### src/rtl/trace_buf_pkg.sv
// Shared types and constants for the trace buffer capture path.
package trace_buf_pkg;

    typedef enum logic [1:0] {
        ST_IDLE  = 2'd0,
        ST_ARMED = 2'd1,
        ST_POST  = 2'd2,
        ST_DONE  = 2'd3
    } trace_state_e;

    localparam int TRACE_BUF_ADDR_W     = 15;
    localparam int TRACE_BUF_RD_LATENCY = 1;

endpackage

### src/rtl/trace_buf_rd_port.sv
// Port B readout: accepts host reads in DONE, forms start+offset, and delays
// the request to line up rd_valid with the BRAM read data.
module trace_buf_rd_port
    import trace_buf_pkg::*;
#(
    parameter int ADDR_W = TRACE_BUF_ADDR_W,
    parameter int RD_LAT = TRACE_BUF_RD_LATENCY
) (
    input  logic              clk,
    input  logic              rst,
    input  logic              rd_req,
    input  logic              rd_allow,
    input  logic              wrapped,
    input  logic [ADDR_W-1:0] wr_ptr,
    input  logic [ADDR_W-1:0] rd_offset,
    output logic [ADDR_W-1:0] addrb,
    output logic              rd_valid
);

    logic              rd_accept;
    logic [ADDR_W-1:0] rd_start;
    logic [RD_LAT:0]   vld_pipe;

    // rd_req is a single-cycle request without backpressure: when accepted,
    // addrb updates on the next edge and rd_valid pulses RD_LAT cycles later.
    assign rd_accept = rd_req && rd_allow;
    assign rd_start  = wrapped ? wr_ptr : '0;

    always_ff @(posedge clk or posedge rst) begin
        if (rst) begin
            addrb    <= '0;
            vld_pipe <= '0;
        end else begin
            if (rd_accept) begin
                addrb <= rd_start + rd_offset;
            end
            vld_pipe <= {vld_pipe[RD_LAT-1:0], rd_accept};
        end
    end

    assign rd_valid = vld_pipe[RD_LAT];

endmodule

### src/rtl/trace_buf_capture_ctrl.sv
// Armed, trigger-based capture sequencer for the trace buffer BRAM.
// Build option TRACE_BUF_PRETRIG_EN: circular pre-trigger capture while ARMED.
module trace_buf_capture_ctrl
    import trace_buf_pkg::*;
#(
    parameter int TRACE_BUF_ADDR_WIDTH = TRACE_BUF_ADDR_W,
    parameter int TRACE_BUF_DATA_WIDTH = 256
) (
    input  logic                            clk,
    input  logic                            rst,
    input  logic                            rd_en_100ns,
    input  logic                            arm,
    input  logic                            abort,
    input  logic                            trigger,
    input  logic [TRACE_BUF_ADDR_WIDTH-1:0] post_trig_len,
    input  logic                            rd_req,
    input  logic [TRACE_BUF_ADDR_WIDTH-1:0] rd_offset,
    output logic [TRACE_BUF_ADDR_WIDTH-1:0] trace_buf_bram_addra,
    output logic                            trace_buf_we,
    output logic [TRACE_BUF_ADDR_WIDTH-1:0] trace_buf_bram_addrb,
    output logic                            trace_buf_en,
    output logic                            rd_valid,
    output logic [TRACE_BUF_ADDR_WIDTH-1:0] trig_addr,
    output logic                            busy,
    output logic                            capture_done,
    output logic                            wrapped,
    output trace_state_e                    state_dbg
);

    localparam int AW = TRACE_BUF_ADDR_WIDTH;

    // The data path lives entirely in the BRAM; only sanity-check the width.
    if (TRACE_BUF_DATA_WIDTH < 1) begin : g_bad_data_width
        $error("TRACE_BUF_DATA_WIDTH must be positive");
    end

    trace_state_e  state, state_nx;
    logic [AW-1:0] wr_ptr, wr_ptr_nx;
    logic [AW-1:0] post_cnt, post_cnt_nx;
    logic [AW-1:0] post_len, post_len_nx;
    logic [AW-1:0] trig_addr_nx;
    logic [AW-1:0] wr_addr;
    logic          wrapped_nx;
    logic          wr_en;

    always_comb begin
        state_nx     = state;
        wr_ptr_nx    = wr_ptr;
        post_cnt_nx  = post_cnt;
        post_len_nx  = post_len;
        trig_addr_nx = trig_addr;
        wrapped_nx   = wrapped;
        wr_addr      = wr_ptr;
        wr_en        = 1'b0;

        if (abort) begin
            state_nx = ST_IDLE;
        end else begin
            case (state)
                ST_IDLE, ST_DONE: begin
                    if (arm) begin
                        state_nx    = ST_ARMED;
                        wr_ptr_nx   = '0;
                        post_cnt_nx = '0;
                        wrapped_nx  = 1'b0;
                    end
                end
                ST_ARMED: begin
                    if (trigger) begin
                        state_nx    = ST_POST;
                        post_len_nx = post_trig_len;
                        post_cnt_nx = '0;
`ifdef TRACE_BUF_PRETRIG_EN
                        trig_addr_nx = wr_ptr;
`else
                        // No pre-trigger history: the capture restarts at address 0.
                        trig_addr_nx = '0;
                        wr_addr      = '0;
                        wr_ptr_nx    = '0;
`endif
                        // A strobe coincident with the trigger is the first post sample.
                        if (rd_en_100ns && (post_trig_len != '0)) begin
                            wr_en       = 1'b1;
                            post_cnt_nx = AW'(1);
                        end
                    end
`ifdef TRACE_BUF_PRETRIG_EN
                    else if (rd_en_100ns) begin
                        wr_en = 1'b1;
                    end
`endif
                end
                ST_POST: begin
                    if (post_cnt == post_len) begin
                        state_nx = ST_DONE;
                    end else if (rd_en_100ns) begin
                        wr_en       = 1'b1;
                        post_cnt_nx = post_cnt + AW'(1);
                    end
                end
                default: state_nx = ST_IDLE;
            endcase
        end

        if (wr_en) begin
            wr_ptr_nx = wr_addr + AW'(1);
            if (&wr_addr) begin
`ifdef TRACE_BUF_PRETRIG_EN
                wrapped_nx = 1'b1;
`else
                // Buffer full: stop rather than overwrite the trigger sample.
                if (state_nx == ST_POST) begin
                    state_nx = ST_DONE;
                end
`endif
            end
        end
    end

    always_ff @(posedge clk or posedge rst) begin
        if (rst) begin
            state                <= ST_IDLE;
            wr_ptr               <= '0;
            post_cnt             <= '0;
            post_len             <= '0;
            trig_addr            <= '0;
            wrapped              <= 1'b0;
            trace_buf_we         <= 1'b0;
            trace_buf_bram_addra <= '0;
            busy                 <= 1'b0;
            capture_done         <= 1'b0;
        end else begin
            state        <= state_nx;
            wr_ptr       <= wr_ptr_nx;
            post_cnt     <= post_cnt_nx;
            post_len     <= post_len_nx;
            trig_addr    <= trig_addr_nx;
            wrapped      <= wrapped_nx;
            trace_buf_we <= wr_en;
            if (wr_en) begin
                trace_buf_bram_addra <= wr_addr;
            end
            busy         <= (state_nx == ST_ARMED) || (state_nx == ST_POST);
            capture_done <= (state_nx == ST_DONE);
        end
    end

    assign trace_buf_en = 1'b1;
    assign state_dbg    = state;

    trace_buf_rd_port #(
        .ADDR_W (AW),
        .RD_LAT (TRACE_BUF_RD_LATENCY)
    ) u_rd_port (
        .clk       (clk),
        .rst       (rst),
        .rd_req    (rd_req),
        .rd_allow  ((state == ST_DONE) && !abort),
        .wrapped   (wrapped),
        .wr_ptr    (wr_ptr),
        .rd_offset (rd_offset),
        .addrb     (trace_buf_bram_addrb),
        .rd_valid  (rd_valid)
    );

endmodule
### config.mk
export PLATFORM = sky130hd
export DESIGN_NAME = trace_buf_capture_ctrl
export DESIGN_NICKNAME = d
export VERILOG_FILES = /design/src/rtl/trace_buf_pkg.sv /design/src/rtl/trace_buf_rd_port.sv /design/src/rtl/trace_buf_capture_ctrl.sv
export SDC_FILE = /design/constraint.sdc
export NUM_CORES = 1
export LEC_CHECK = 0
export ABC_AREA = 1
export BUFFER_PORTS_ARGS = -buffer_cell sky130_fd_sc_hd__buf_2
export CORE_ASPECT_RATIO = 1.25
export CORE_MARGIN = 2
export CORE_UTILIZATION = 31
export CTS_BUF_LIST = sky130_fd_sc_hd__clkbuf_8 sky130_fd_sc_hd__clkbuf_16
export DETAILED_ROUTE_END_ITERATION = 8
export PLACE_DENSITY = 0.55
export SYNTH_ARGS = -nofsm -noshare
export SYNTH_HDL_FRONTEND = slang
export SYNTH_SLANG_ARGS = --single-unit
### constraint.sdc
create_clock -name clk -period 2.4 [get_ports clk]
set_clock_uncertainty 0.1 [all_clocks]
set_input_delay 0.24 -clock clk [delete_from_list [all_inputs] [get_ports clk]]
set_output_delay 0.24 -clock clk [all_outputs]
set_load 0.02 [all_outputs]
==> results.json, run 1 <==
{
  "hold_class": "in2reg",
  "utilization_pct": 39.51,
  "vdd_drop_max_uv": 263.6,
  "cp-end-kind": "flip-flop",
  "drv_cap": 0,
  "design_area_um2": 5908,
  "critPathKind": "reg2reg",
  "met1Wirelength_um": 5693,
  "wirelength_um": 12300,
  "r2r_cells": 10,
  "h-tree-depth": 3,
  "worstPathMaxFanout": 25,
  "p_leak_nw": 3.160,
  "relSlewSlack_pct": 66.52,
  "grt-ovfl-total": 0,
  "num_vias": 4344,
  "ys_types": 33,
  "syn_inst": 663,
  "fp-row-count": 50,
  "clk_latency_ns": 0.34,
  "viasPerCell": 4.563,
  "worst_ep_required_time_ns": 2.52,
  "gp_congestion": 0.8500,
  "ys_seq_elements": 82,
  "die_y_um": 142.3,
  "core_um2": 14950,
  "fin_nets": 808,
  "met2_length_um": 5958,
  "hold_viol": 0,
  "ys_warn_count": 0,
  "clock_sinks": 82,
  "rsz0062_at_grt": "yes",
  "tightest_slew_ns": 0.5016,
  "grt_usage_pct": 15.93,
  "drt.antenna.violating_nets": 0,
  "cts_buffers": 9,
  "dr.pass1.iters": 4,
  "grt_max_degree": 83,
  "tritoncts": "done",
  "hpwl_um": 8581,
  "min_period_over_period_pct": 96.54,
  "syn_area_per_cell_um2": 7.154,
  "dr_wl_met3_um": 505,
  "drc": 0,
  "critPathLaunchType": "flip-flop",
  "post_drt_wl_per_cell_um": 12.92,
  "period_minus_slack_ns": 2.317,
  "cts_root_buffer": "clkbuf_16",
  "ios": 90,
  "syn-cell-area_um2": 4743,
  "dieArea_um2": 16310,
  "first_iter_violations": 272,
  "grt_pass1_vias": 4113,
  "grt_first_pass_wirelength_um": 20500,
  "outcome": "finished, final reports clean",
  "placed_area_um2": 5376,
  "syn2layout_area_growth_pct": 24.56,
  "die_w_um": 114.6,
  "timing.fmax_ghz": 0.4316,
  "drive_gt1_share_pct": 19.74,
  "top_layer": "met4",
  "arrival_ns": 2.44,
  "clkTransAtPathRegs_ns": 0.07,
  "yosysSeqAreaShare_pct": 43.26,
  "setup_viol": 0,
  "initial_core_util_pct": 31.72,
  "powerDensity_nw_per_um2": 674.2,
  "clock_path_buffers": 2,
  "port_buffers": 72,
  "whs_path_depth": 3,
  "final_max_slew_viol_count": 0,
  "n_antenna_cell": 0,
  "antenna_found_initial": 0
}
## Yosys cell counts, drive strengths merged
library cell    n  share of area [%]
xor2            7                1.3
ha              6                1.6
o211a           1               0.21
a32oi           1               0.18
xnor2           3               0.55
nand4          14                1.8
nand3          53                5.8
o21ai          46                4.9
nand3b          5               0.79
dfrtp          82                 43
nor2           44                3.9
o22ai           2               0.26
a21oi          12                1.3
inv            82                6.5
clkbuf          5               0.42
nand2         259                 21
o21a            1               0.16
nor3            7               0.84
buf            31                4.8
conb            2               0.16
## power by group
part           internal, W  total, W  switching, W
sequential         0.00154   0.00166      0.000119
clock             0.000919   0.00152      0.000598
combinational     0.000298  0.000811      0.000513
## flip-flops by register name, summed over array words and instances (netlist names)
signal / count
post_len: 15
state_dbg: 2
capture_done: 1
u_rd_port.addrb: 15
u_rd_port.vld_pipe: 2
wr_ptr: 15
trace_buf_bram_addra: 15
post_cnt: 15
trace_buf_we: 1
busy: 1
## layer usage
layer,vias to the layer above,GRT usage (%)
met5,-,0
met4,0,5.327
met3,9,2.811
met2,84,26.04
met1,1994,21.25
li1,2257,-
## worst paths after layout
path / start / endpoint / slack (ns)
min reg2reg: u_rd_port.vld_pipe[0] / u_rd_port.vld_pipe[1] / 0.25
min: post_trig_len[11] / post_len[11] / 0.07
max reg2reg: state_dbg[0] / busy / 0.08
max in group asynchronous: rst / trace_buf_we / 1.37
max: state_dbg[0] / busy / 0.08
min in group asynchronous: rst / u_rd_port.addrb[9] / 0.46
## worst max-delay path: stages, from the launching register on
cell,delay [ns]
dfrtp_2,0.44
ha_4,0.18
nand3_4,0.09
buf_4,0.26
nand3_1,0.16
nor2_2,0.18
nand3_2,0.10
nor3_2,0.20
nand3_1,0.10
o21ai_2,0.14
ha_1,0.24
## layout make-up
cell class / instances / area (um^2)
sequential: 82 / 2054
fill: 1554 / 9044
clock inverter: 7 / 98.84
timing repair buffer: 112 / 738.2
clock buffer: 9 / 225.2
multi-input combinational: 478 / 2247
inverter: 82 / 316.6
tap: 182 / 227.7
## cells by family (layout without fill, tap and decap cells)
kind of cell / Yosys count / after routing / share of synthesized area [%]
compound gates: 63 / 63 / 6.938
buf+inv: 118 / 210 / 11.71
xor+xnor: 10 / 10 / 1.847
flops: 82 / 82 / 43.26
fa+ha+maj: 6 / 6 / 1.583
other cells: 2 / 17 / 0.1583
simple gates: 382 / 382 / 34.50
## cells in the final DEF (no fill, tap or decap), drive strengths merged
cell type / Yosys / layout
o21a: 1 / 1
xnor2: 3 / 3
clkbuf: 5 / 9
dlygate4sd3: 0 / 16
clkinv: 0 / 3
ha: 6 / 6
conb: 2 / 17
clkinvlp: 0 / 2
nand3: 53 / 53
nor3: 7 / 7
nand2: 259 / 259
nand4: 14 / 14
a32oi: 1 / 1
bufinv: 0 / 2
buf: 31 / 96
nand3b: 5 / 5
o22ai: 2 / 2
a21oi: 12 / 12
xor2: 7 / 7
nor2: 44 / 44
inv: 82 / 82
o211a: 1 / 1
o21ai: 46 / 46
dfrtp: 82 / 82
## metrics by stage
step           cells  total power (W)  setup WS, ns  hold WS (ns)  setup TNS [ns]
2_1_floorplan    678         0.002233       -0.1527        0.2115         -0.1577
6_report         952         0.003984       0.08315       0.06534               0
5_1_grt          952         0.004237      -0.04683       0.07138        -0.04683
3_3_place_gp     920         0.002458       0.03680        0.2321               0
3_5_place_dp     920         0.002468       0.03123        0.2358               0
4_1_cts          952         0.004038       0.01484       0.05534               0
## timing repair
| item | CTS | global route |
|---|---|---|
| gates resized for setup | 0 | 14 |
| hold buffers | 16 | 0 |
| setup endpoints to repair | 0 | 13 |
| endpoints found under the hold margin | 97 | 0 |
| buffers inserted | 0 | 0 |
(Power assumes the default switching activity.)
==> run 2, diff against run 1 <==
Settings changed: CORE_ASPECT_RATIO 1.25 to 2.
==> results.json, run 2 (synthesis results as in run 1) <==
{
  "first_iter_violations": 248,
  "drv_cap": 0,
  "tritoncts": "done",
  "cp-end-kind": "flip-flop",
  "initial_core_util_pct": 31.34,
  "die_y_um": 178.9,
  "worstPathMaxFanout": 4,
  "rrSetupSlack_ns": 0.14,
  "hold_class": "in2reg",
  "num_vias": 4324,
  "dr_wl_met3_um": 469,
  "wirelength_um": 12010,
  "h-tree-depth": 3,
  "whs_endpoint": "post_len[5]",
  "fin_nets": 807,
  "r2r_start": "state_dbg[0]",
  "final_cell_mix": "251 x nand2_1, 80 x dfrtp_1, 72 x buf_2",
  "port_buffers": 72,
  "post_drt_wl_per_cell_um": 12.42,
  "min_period_over_period_pct": 93.99,
  "ios": 90,
  "die_w_um": 91.47,
  "gp_congestion": 0.8696,
  "power.total_w": 0.003834,
  "hpwl_um": 8694,
  "clock_path_buffers": 2,
  "critPathTopFamily": "simple AND/OR/NAND/NOR gates",
  "antenna_found_initial": 0,
  "worst_ep_required_time_ns": 2.53,
  "grt_pass1_vias": 4204,
  "worstReg2RegEnd": "busy",
  "vdd_drop_max_uv": 337.5,
  "grt_usage_pct": 15.44,
  "r2r_cells": 13,
  "fin_cells": 967,
  "relSlewSlack_pct": 47.24,
  "whs_path_depth": 3,
  "hold_viol": 0,
  "clock_sinks": 82,
  "powerDensity_nw_per_um2": 651.8,
  "critPathLaunchType": "flip-flop",
  "syn2layout_area_growth_pct": 24.03,
  "n_antenna_cell": 0,
  "arrival_ns": 2.38,
  "met2_length_um": 5848,
  "critPathKind": "reg2reg",
  "met1Wirelength_um": 5475,
  "core_um2": 15130,
  "setup_viol": 0,
  "min_from": "post_trig_len[5]",
  "final_max_slew_viol_count": 0,
  "clk_latency_ns": 0.35,
  "grt_max_degree": 46,
  "critPathBufInv": 2,
  "drive_gt1_share_pct": 19.77,
  "top_layer": "met4",
  "layout_commonest_cell": "nand2_1",
  "grt_first_pass_wirelength_um": 20490,
  "p_leak_nw": 3.145,
  "timing.fmax_ghz": 0.4433,
  "tightest_slew_ns": 0.7898,
  "crit_chain": "ha_4 -> nand3_4 -> nand2_2 -> inv_2 -> ha_4 -> nand2_1 -> nand3b_1 -> inv_2 -> nand3_2 -> nor3_2 -> nand3_1 -> o21ai_2 -> ha_1",
  "drt.antenna.violating_nets": 0,
  "critPathSlowestCell": "dfrtp_2",
  "dieArea_um2": 16370,
  "viasPerCell": 4.472,
  "outcome": "finished, final reports clean",
  "dp.cells": 933,
  "drc": 0,
  "grt-ovfl-total": 0,
  "cts_root_buffer": "clkbuf_16",
  "cts_buffers": 9,
  "period_minus_slack_ns": 2.256,
  "fp-row-count": 64,
  "nFillCells": 1607,
  "dr.pass1.iters": 5,
  "cp_slowest_stage_delay_ns": 0.43,
  "clkTransAtPathRegs_ns": 0.07
}
run 2: cell types whose count changed in the layout (fill, tap and decap cells not counted), sizes merged:
cell,previous run,this run
clkinvlp,2,1
bufinv,2,0
buf,96,95
inv,82,86
clkinv,3,2
run 2: worst max path at each step:
stage,from,slack [ns],cells past startpoint,to
6_report,state_dbg[0],0.14,13,busy
2_1_floorplan,state_dbg[1],-0.15,16,busy
4_1_cts,state_dbg[0],0.02,13,busy
3_5_place_dp,state_dbg[0],-0.0005,13,busy
5_1_grt,state_dbg[0],-0.01,13,busy
3_3_place_gp,state_dbg[0],0.04,13,busy
run 2: worst register-to-register path, stage by stage, from the launching register on:
cell and delay [ns]:
dfrtp_2 0.43, ha_4 0.18, nand3_4 0.11, nand2_2 0.06
inv_2 0.08, ha_4 0.14, nand2_1 0.04, nand3b_1 0.19
inv_2 0.08, nand3_2 0.08, nor3_2 0.19, nand3_1 0.10
o21ai_2 0.14, ha_1 0.24
run 2: power breakdown:
part           switching, W  total [W]  internal, W
clock              0.000634    0.00137     0.000731
sequential         0.000120    0.00166      0.00154
combinational      0.000510   0.000813     0.000303
total               0.00126    0.00383      0.00257
run 2: cell type report:
| type | count | area (um^2) | area share (%) |
|---|---|---|---|
| multi-input cells | 478 | 2253 | 38.30 |
| flip-flops and latches | 82 | 2054 | 34.92 |
| repair buffers | 111 | 721.9 | 12.27 |
| inverters | 82 | 314.1 | 5.338 |
| well taps | 198 | 247.7 | 4.211 |
| clock buffers | 9 | 225.2 | 3.828 |
| clock inverters | 7 | 66.31 | 1.127 |
run 2: repair_timing:
item,in CTS,in global routing
resized for setup,1,14
endpoints found under the setup margin,1,9
endpoints found under the hold margin,45,0
pin swaps,0,3
hold buffers,16,0
gates cloned,0,0
buffers inserted,0,2
run 2: through the flow:
step	util (%)	worst slack [ns]	TNS (ns)	hold WS (ns)	cell area (um^2)
detailed placement	35.42	-0.0005438	-0.0005438	0.2362	5361
global placement	35.42	0.04037	0	0.2372	5361
floorplan	-	-0.1527	-0.1577	0.2115	4828
CTS	38.44	0.01918	0	0.06132	5818
global route	38.87	-0.01283	-0.02183	0.09216	5883
finish	38.87	0.1444	0	0.07076	5883
run 2: routing by layer:
layer | up-vias | global-route usage, %
met5 | - | 0
met1 | 1963 | 19.79
met4 | 0 | 5.429
met3 | 18 | 2.480
met2 | 97 | 26.23
li1 | 2246 | -
